## config.mk

```make
export PLATFORM = sky130hd
export DESIGN_NAME = alu_issue_stage
export DESIGN_NICKNAME = d
export VERILOG_FILES = /design/src/rtl/alu_issue_stage.sv
export SDC_FILE = /design/constraint.sdc
export NUM_CORES = 1
export LEC_CHECK = 0
export ABC_AREA = 1
export ABC_CLOCK_PERIOD_IN_PS = 1750
export CORE_MARGIN = 4
export CORE_UTILIZATION = 45
export CTS_BUF_LIST = sky130_fd_sc_hd__clkbuf_8
export DETAILED_ROUTE_END_ITERATION = 16
export GPL_ROUTABILITY_DRIVEN = 1
export PLACE_DENSITY = 0.75
export SLEW_MARGIN = 10
export SYNTH_ARGS = -nofsm -noshare
export SYNTH_HDL_FRONTEND = slang
export SYNTH_SLANG_ARGS = --single-unit
```

## constraint.sdc

```tcl
create_clock -name clk -period 1.75 [get_ports clk]
set_input_delay 0.525 -clock clk [delete_from_list [all_inputs] [get_ports clk]]
set_output_delay 0.525 -clock clk [all_outputs]
set_load 0.005 [all_outputs]
```

## src/rtl/alu_issue_stage.sv

```systemverilog
// rtl/alu_issue_stage.sv - RV32I OP/OP-IMM/LUI/AUIPC decode and issue stage with two-entry skid buffer
module alu_issue_stage #(
    parameter int XLEN = 32
) (
    input  logic            clk,
    input  logic            rst_n,
    input  logic            instr_valid_in,
    output logic            instr_ready_out,
    input  logic [31:0]     instr_in,
    input  logic [XLEN-1:0] pc_in,
    output logic [4:0]      rs1_addr_out,
    output logic [4:0]      rs2_addr_out,
    input  logic [XLEN-1:0] rs1_data_in,
    input  logic [XLEN-1:0] rs2_data_in,
    output logic            issue_valid_out,
    input  logic            issue_ready_in,
    output logic [3:0]      alu_op_out,
    output logic [XLEN-1:0] operand1_out,
    output logic [XLEN-1:0] operand2_out,
    output logic [4:0]      rd_addr_out,
    output logic            rd_we_out,
    output logic            illegal_out
);
    localparam logic [3:0] OP_ADD  = 4'd0;
    localparam logic [3:0] OP_SUB  = 4'd1;
    localparam logic [3:0] OP_AND  = 4'd2;
    localparam logic [3:0] OP_OR   = 4'd3;
    localparam logic [3:0] OP_XOR  = 4'd4;
    localparam logic [3:0] OP_SLL  = 4'd5;
    localparam logic [3:0] OP_SRL  = 4'd6;
    localparam logic [3:0] OP_SLTU = 4'd7;
    localparam logic [3:0] OP_SLT  = 4'd8;
    localparam logic [3:0] OP_SRA  = 4'd9;
    localparam logic [3:0] OP_PASS = 4'd10;

    typedef struct packed {
        logic [3:0]      op;
        logic [XLEN-1:0] a;
        logic [XLEN-1:0] b;
        logic [4:0]      rd;
        logic            we;
        logic            ill;
    } entry_t;

    entry_t dec, out_q, out_d, skid_q, skid_d;
    logic   out_valid_q, out_valid_d, skid_valid_q, skid_valid_d;
    logic   accept, drain;

    logic [6:0]      opc, f7;
    logic [2:0]      f3;
    logic [XLEN-1:0] imm_i, imm_u, shamt_i, shamt_r;
    logic [3:0]      op;
    logic [XLEN-1:0] a, b;
    logic            legal;

    assign opc     = instr_in[6:0];
    assign f3      = instr_in[14:12];
    assign f7      = instr_in[31:25];
    assign imm_i   = {{(XLEN-12){instr_in[31]}}, instr_in[31:20]};
    assign imm_u   = {instr_in[31:12], 12'b0};
    assign shamt_i = {{(XLEN-5){1'b0}}, instr_in[24:20]};
    assign shamt_r = {{(XLEN-5){1'b0}}, rs2_data_in[4:0]};

    assign rs1_addr_out = instr_in[19:15];
    assign rs2_addr_out = instr_in[24:20];

    always_comb begin
        op    = OP_PASS;
        a     = '0;
        b     = '0;
        legal = 1'b0;
        case (opc)
            7'b0110011: begin
                a = rs1_data_in;
                b = rs2_data_in;
                if (f7 == 7'b0000000) begin
                    legal = 1'b1;
                    case (f3)
                        3'b000:  op = OP_ADD;
                        3'b001:  op = OP_SLL;
                        3'b010:  op = OP_SLT;
                        3'b011:  op = OP_SLTU;
                        3'b100:  op = OP_XOR;
                        3'b101:  op = OP_SRL;
                        3'b110:  op = OP_OR;
                        default: op = OP_AND;
                    endcase
                end else if (f7 == 7'b0100000 && f3 == 3'b000) begin
                    legal = 1'b1;
                    op    = OP_SUB;
                end else if (f7 == 7'b0100000 && f3 == 3'b101) begin
                    legal = 1'b1;
                    op    = OP_SRA;
                end
                // ALU shifts by the whole operand2, so clip the register shift amount here
                if (op == OP_SLL || op == OP_SRL || op == OP_SRA)
                    b = shamt_r;
            end
            7'b0010011: begin
                a     = rs1_data_in;
                b     = imm_i;
                legal = 1'b1;
                case (f3)
                    3'b000: op = OP_ADD;
                    3'b010: op = OP_SLT;
                    3'b011: op = OP_SLTU;
                    3'b100: op = OP_XOR;
                    3'b110: op = OP_OR;
                    3'b111: op = OP_AND;
                    3'b001: begin
                        op    = OP_SLL;
                        b     = shamt_i;
                        legal = (f7 == 7'b0000000);
                    end
                    default: begin
                        b = shamt_i;
                        if (f7 == 7'b0000000)      op = OP_SRL;
                        else if (f7 == 7'b0100000) op = OP_SRA;
                        else                       legal = 1'b0;
                    end
                endcase
            end
            7'b0110111: begin
                legal = 1'b1;
                op    = OP_PASS;
                a     = imm_u;
            end
            7'b0010111: begin
                legal = 1'b1;
                op    = OP_ADD;
                a     = pc_in;
                b     = imm_u;
            end
            default: ;
        endcase
        dec.op  = legal ? op : OP_PASS;
        dec.a   = legal ? a : '0;
        dec.b   = legal ? b : '0;
        dec.rd  = instr_in[11:7];
        dec.we  = legal && (instr_in[11:7] != 5'd0);
        dec.ill = ~legal;
    end

    assign instr_ready_out = ~skid_valid_q & rst_n;
    assign accept          = instr_valid_in & instr_ready_out;
    assign drain           = out_valid_q & issue_ready_in;

    // Output register is always older than skid; skid refills output when output frees up
    always_comb begin
        out_d        = out_q;
        skid_d       = skid_q;
        out_valid_d  = out_valid_q;
        skid_valid_d = skid_valid_q;
        if (!out_valid_q || drain) begin
            if (skid_valid_q) begin
                out_d        = skid_q;
                out_valid_d  = 1'b1;
                skid_valid_d = accept;
                if (accept) skid_d = dec;
            end else begin
                out_valid_d = accept;
                if (accept) out_d = dec;
            end
        end else if (accept) begin
            skid_d       = dec;
            skid_valid_d = 1'b1;
        end
    end

    always_ff @(posedge clk or negedge rst_n) begin
        if (!rst_n) begin
            out_q        <= '0;
            skid_q       <= '0;
            out_valid_q  <= 1'b0;
            skid_valid_q <= 1'b0;
        end else begin
            out_q        <= out_d;
            skid_q       <= skid_d;
            out_valid_q  <= out_valid_d;
            skid_valid_q <= skid_valid_d;
        end
    end

    assign issue_valid_out = out_valid_q;
    assign alu_op_out      = out_q.op;
    assign operand1_out    = out_q.a;
    assign operand2_out    = out_q.b;
    assign rd_addr_out     = out_q.rd;
    assign rd_we_out       = out_q.we;
    assign illegal_out     = out_q.ill;
endmodule

```

==> flow_metrics.py, run 1 <==
metrics = {
    "floorplanning": {
        "io_pins": 219,
        "core_mm2": 0.0174,
        "dieArea_mm2": 0.0201,
        "start_util_pct": 46.3,
        "core.rowCount": 48,
        "die_y_um": 142,
        "die_w_um": 142,
    },
    "worst_setup_path": {
        "slowest_stage": "clkdlybuf4s50_1",
        "endpoint_kind": "output pin",
        "slowest_delay_ns": 0.52,
        "startpoint": "instr_in[24]",
        "critPathBufInv": 2,
        "cp-start-kind": "input pin",
        "r2r-start": "skid_valid_q$_DFFE_PN0P_",
        "worstReg2RegEnd": "operand2_out[19]$_DFFE_PN0P_",
        "reg2reg_depth": 7,
        "critPathMaxFanout": 2,
        "cp.arrival_ns": 1.20,
        "worstPathRequired_ns": 1.22,
        "r2r_slack_ns": 0.21,
        "crit_chain": "clkdlybuf4s50_1 -> buf_4",
        "critPathTopFamily": "buffers and inverters",
        "worst-setup-path-type": "in2out",
    },
    "final_layout": {
        "stdcell_count": 1654,
        "insertedDiodeCount": 0,
        "nFillCells": 1497,
        "layout.nets": 1549,
        "multiInputGateArea_mm2": 0.00389,
        "drive_above_1_share_pct": 19.2,
        "seq_area_mm2": 0.00380,
        "syn2layout_area_growth_pct": 48.0,
        "fin_util_pct": 68.5,
        "fin_area_mm2": 0.0119,
    },
    "clock_tree": {
        "clock_latency_ns": 0.45,
        "clk_transition_reported_paths_ns": 0.08,
        "cts_tree": "built",
        "clock-sinks": 152,
        "cts_root_buf": "clkbuf_8",
        "htree_num_levels": 4,
        "clock_path_buffers": 2,
        "cts_inserted_buffers": 17,
    },
    "global_routing": {
        "grt-ovfl-total": 0,
        "antenna_found_initial": 0,
        "grt_max_degree": 153,
        "grt_pass1_wl_um": 43200,
        "grtUsageTotal_pct": 26.8,
        "first_global_vias": 8426,
    },
    "detailed_routing": {
        "drc_errors": 0,
        "ant_nets": 0,
        "wl_per_cell_um": 16.5,
        "drt_pass1_iterations": 5,
        "drtIter0Drc": 745,
        "vias": 8799,
        "drt-vias-per-instance": 5.32,
        "drt-total-wl_um": 27300,
    },
    "synthesis": {
        "synth-edff-count": 0,
        "ys_async_sr_fraction_pct": 100,
        "ys.flop_type": "dfrtp_1",
        "synth.yosys.seq_area_share_pct": 47.1,
        "syn_inst": 1127,
        "syn_area_per_cell_um2": 7.16,
        "synth_most_common_cell": "nand2_1",
        "synth_top_area_cell": "dfrtp_1",
        "synth_top_cells_by_count": "nand2_1 (462), dfrtp_1 (152), nand3_1 (94)",
        "synth_area_mm2": 0.00807,
        "ys_top_cells_by_area": "dfrtp_1 (47%), nand2_1 (21%), nand3_1 (5.8%)",
        "yosys_warnings": 0,
        "syn-num-nets": 1259,
        "synth_seq_cells": 152,
        "synth_top_area_share_pct": 47.1,
        "yosysUniqueCellTypes": 32,
    },
    "power_and_ir_drop": {
        "combPwrFrac_pct": 19.5,
        "irDropWorstVdd_uv": 473,
        "power.internal_mw": 6.11,
        "p_leak_nw": 6.19,
        "switchingPower_mw": 2.34,
        "p_clk_share_pct": 33.0,
        "sw_frac_of_total_pct": 27.7,
        "power.density_mw_per_mm2": 708,
        "seqPwrFrac_pct": 47.4,
    },
    "sta": {
        "slew_headroom_pct": 45.1,
        "fin_crit_sh_pct": 98.4,
        "skew_ns": 0.0104,
        "setup_viol": 0,
        "maxClockFrequency_mhz": 581,
        "rsz0062_at_grt": "yes",
        "tns_ns": 0,
        "hold_violations": 0,
        "worst_pin_slew_ns": 0.824,
        "maxSlewViolCount": 0,
        "fin_crit_ns": 1.72,
    },
    "hold_path": {
        "min_path_type": "in2async",
    },
    "job": {
        "cap_violations": 0,
    },
    "placed_design": {
        "dp_cells": 1585,
        "gp_congestion": 0.900,
        "dpl.hpwl_um": 19000,
        "io_buffers": 218,
        "dpl_cell_area_mm2": 0.0111,
    },
    "run_status": {
        "status": "finished, final reports clean",
    },
}
-- metal layers --
layer | GRT usage (%) | up-vias | part of all wire [%]
li1 | - | 4173 | -
met1 | 36.9 | 4172 | 43
met2 | 42.2 | 394 | 47
met3 | 4.65 | 60 | 7.1
met4 | 10.6 | 0 | 3.5
met5 | 0 | - | 0
-- cells in the final DEF (no fill, tap or decap), types with 14 or more instances in the layout --
master	count
a21oi_1	53
a21oi_2	14
buf_12	19
buf_4	104
clkbuf_8	18
clkdlybuf4s50_1	108
dfrtp_1	151
dlygate4sd2_1	86
inv_1	35
nand2_1	440
nand2_2	20
nand3_1	87
nor2_1	73
o21ai_0	63
o21ai_1	46
-- registers in the layout, indices dropped and copies added (netlist names) --
name / cells
alu_op_out: 4
rd_we_out: 1
rd_addr_out: 5
skid_q: 75
issue_valid_out: 1
illegal_out: 1
operand2_out: 32
operand1_out: 32
skid_valid_q: 1
-- power by group through the flow --
| stage | Sequential (mW) | Combinational, mW | Clock (mW) |
|---|---|---|---|
| finish | 4.01 | 1.65 | 2.79 |
| detailed placement | 4.09 | 1.70 | 0 |
| global placement | 4.08 | 1.67 | 0 |
| CTS | 4.01 | 1.65 | 2.83 |
| floorplan | 4.07 | 0.594 | 0 |
| global route | 4.05 | 1.82 | 2.99 |
-- per-stage QoR --
step           setup WS [ns]  hold WS (ns)  total power, mW
5_1_grt              -0.0161         0.375             8.85
3_5_place_dp          -0.827         0.460             5.78
6_report              0.0284         0.308             8.45
3_3_place_gp          -0.767         0.456             5.75
4_1_cts              0.00274         0.350             8.48
2_1_floorplan        -0.0419         0.229             4.66
-- kinds of logic after synthesis --
logic type | Yosys count | share of synthesized area (%)
AOI/OAI and AO/OA | 187 | 12.2
buffers and inverters | 131 | 7.68
DFF | 152 | 47.1
and+or+nand+nor | 657 | 33.0
-- what timing repair did --
item	CTS	global route
pin swaps	27	29
cloned	1	3
hold buffers	0	0
gates resized for setup	178	72
endpoints found under the hold margin	0	0
setup buffers	30	5
endpoints found under the setup margin	227	138
-- worst max path at each step --
stage	cells after the start	to	slack, ns
6_report	2	rs2_addr_out[4]	0.03
2_1_floorplan	12	alu_op_out[1]$_DFFE_PN0P_	-0.04
3_5_place_dp	15	operand2_out[9]$_DFFE_PN0P_	-0.83
3_3_place_gp	14	operand2_out[15]$_DFFE_PN0P_	-0.77
5_1_grt	13	operand1_out[26]$_DFFE_PN0P_	-0.02
4_1_cts	2	rs1_addr_out[2]	0.003
-- final cells by class --
class	count	area share [%]
clock buffer	18	2.08
clock inverter	13	1.29
inverter	46	1.75
multi-input combinational	845	32.6
sequential	152	31.9
tap	225	2.36
timing repair buffer	353	27.9
timing repair inverter	2	0.147
Note: power is estimated with default switching activity, not from simulation.
==> inputs of run 2 (changes only) <==
--- a/config.mk
+++ b/config.mk
@@ -12,6 +12,7 @@
 export CTS_BUF_LIST = sky130_fd_sc_hd__clkbuf_8
 export DETAILED_ROUTE_END_ITERATION = 16
 export GPL_ROUTABILITY_DRIVEN = 1
+export GPL_TIMING_DRIVEN = 1
 export PLACE_DENSITY = 0.75
 export SLEW_MARGIN = 10
 export SYNTH_ARGS = -nofsm -noshare
==> results of run 2 <==
Same layout as run 1: the final DEF is identical, and so are final timing and power.
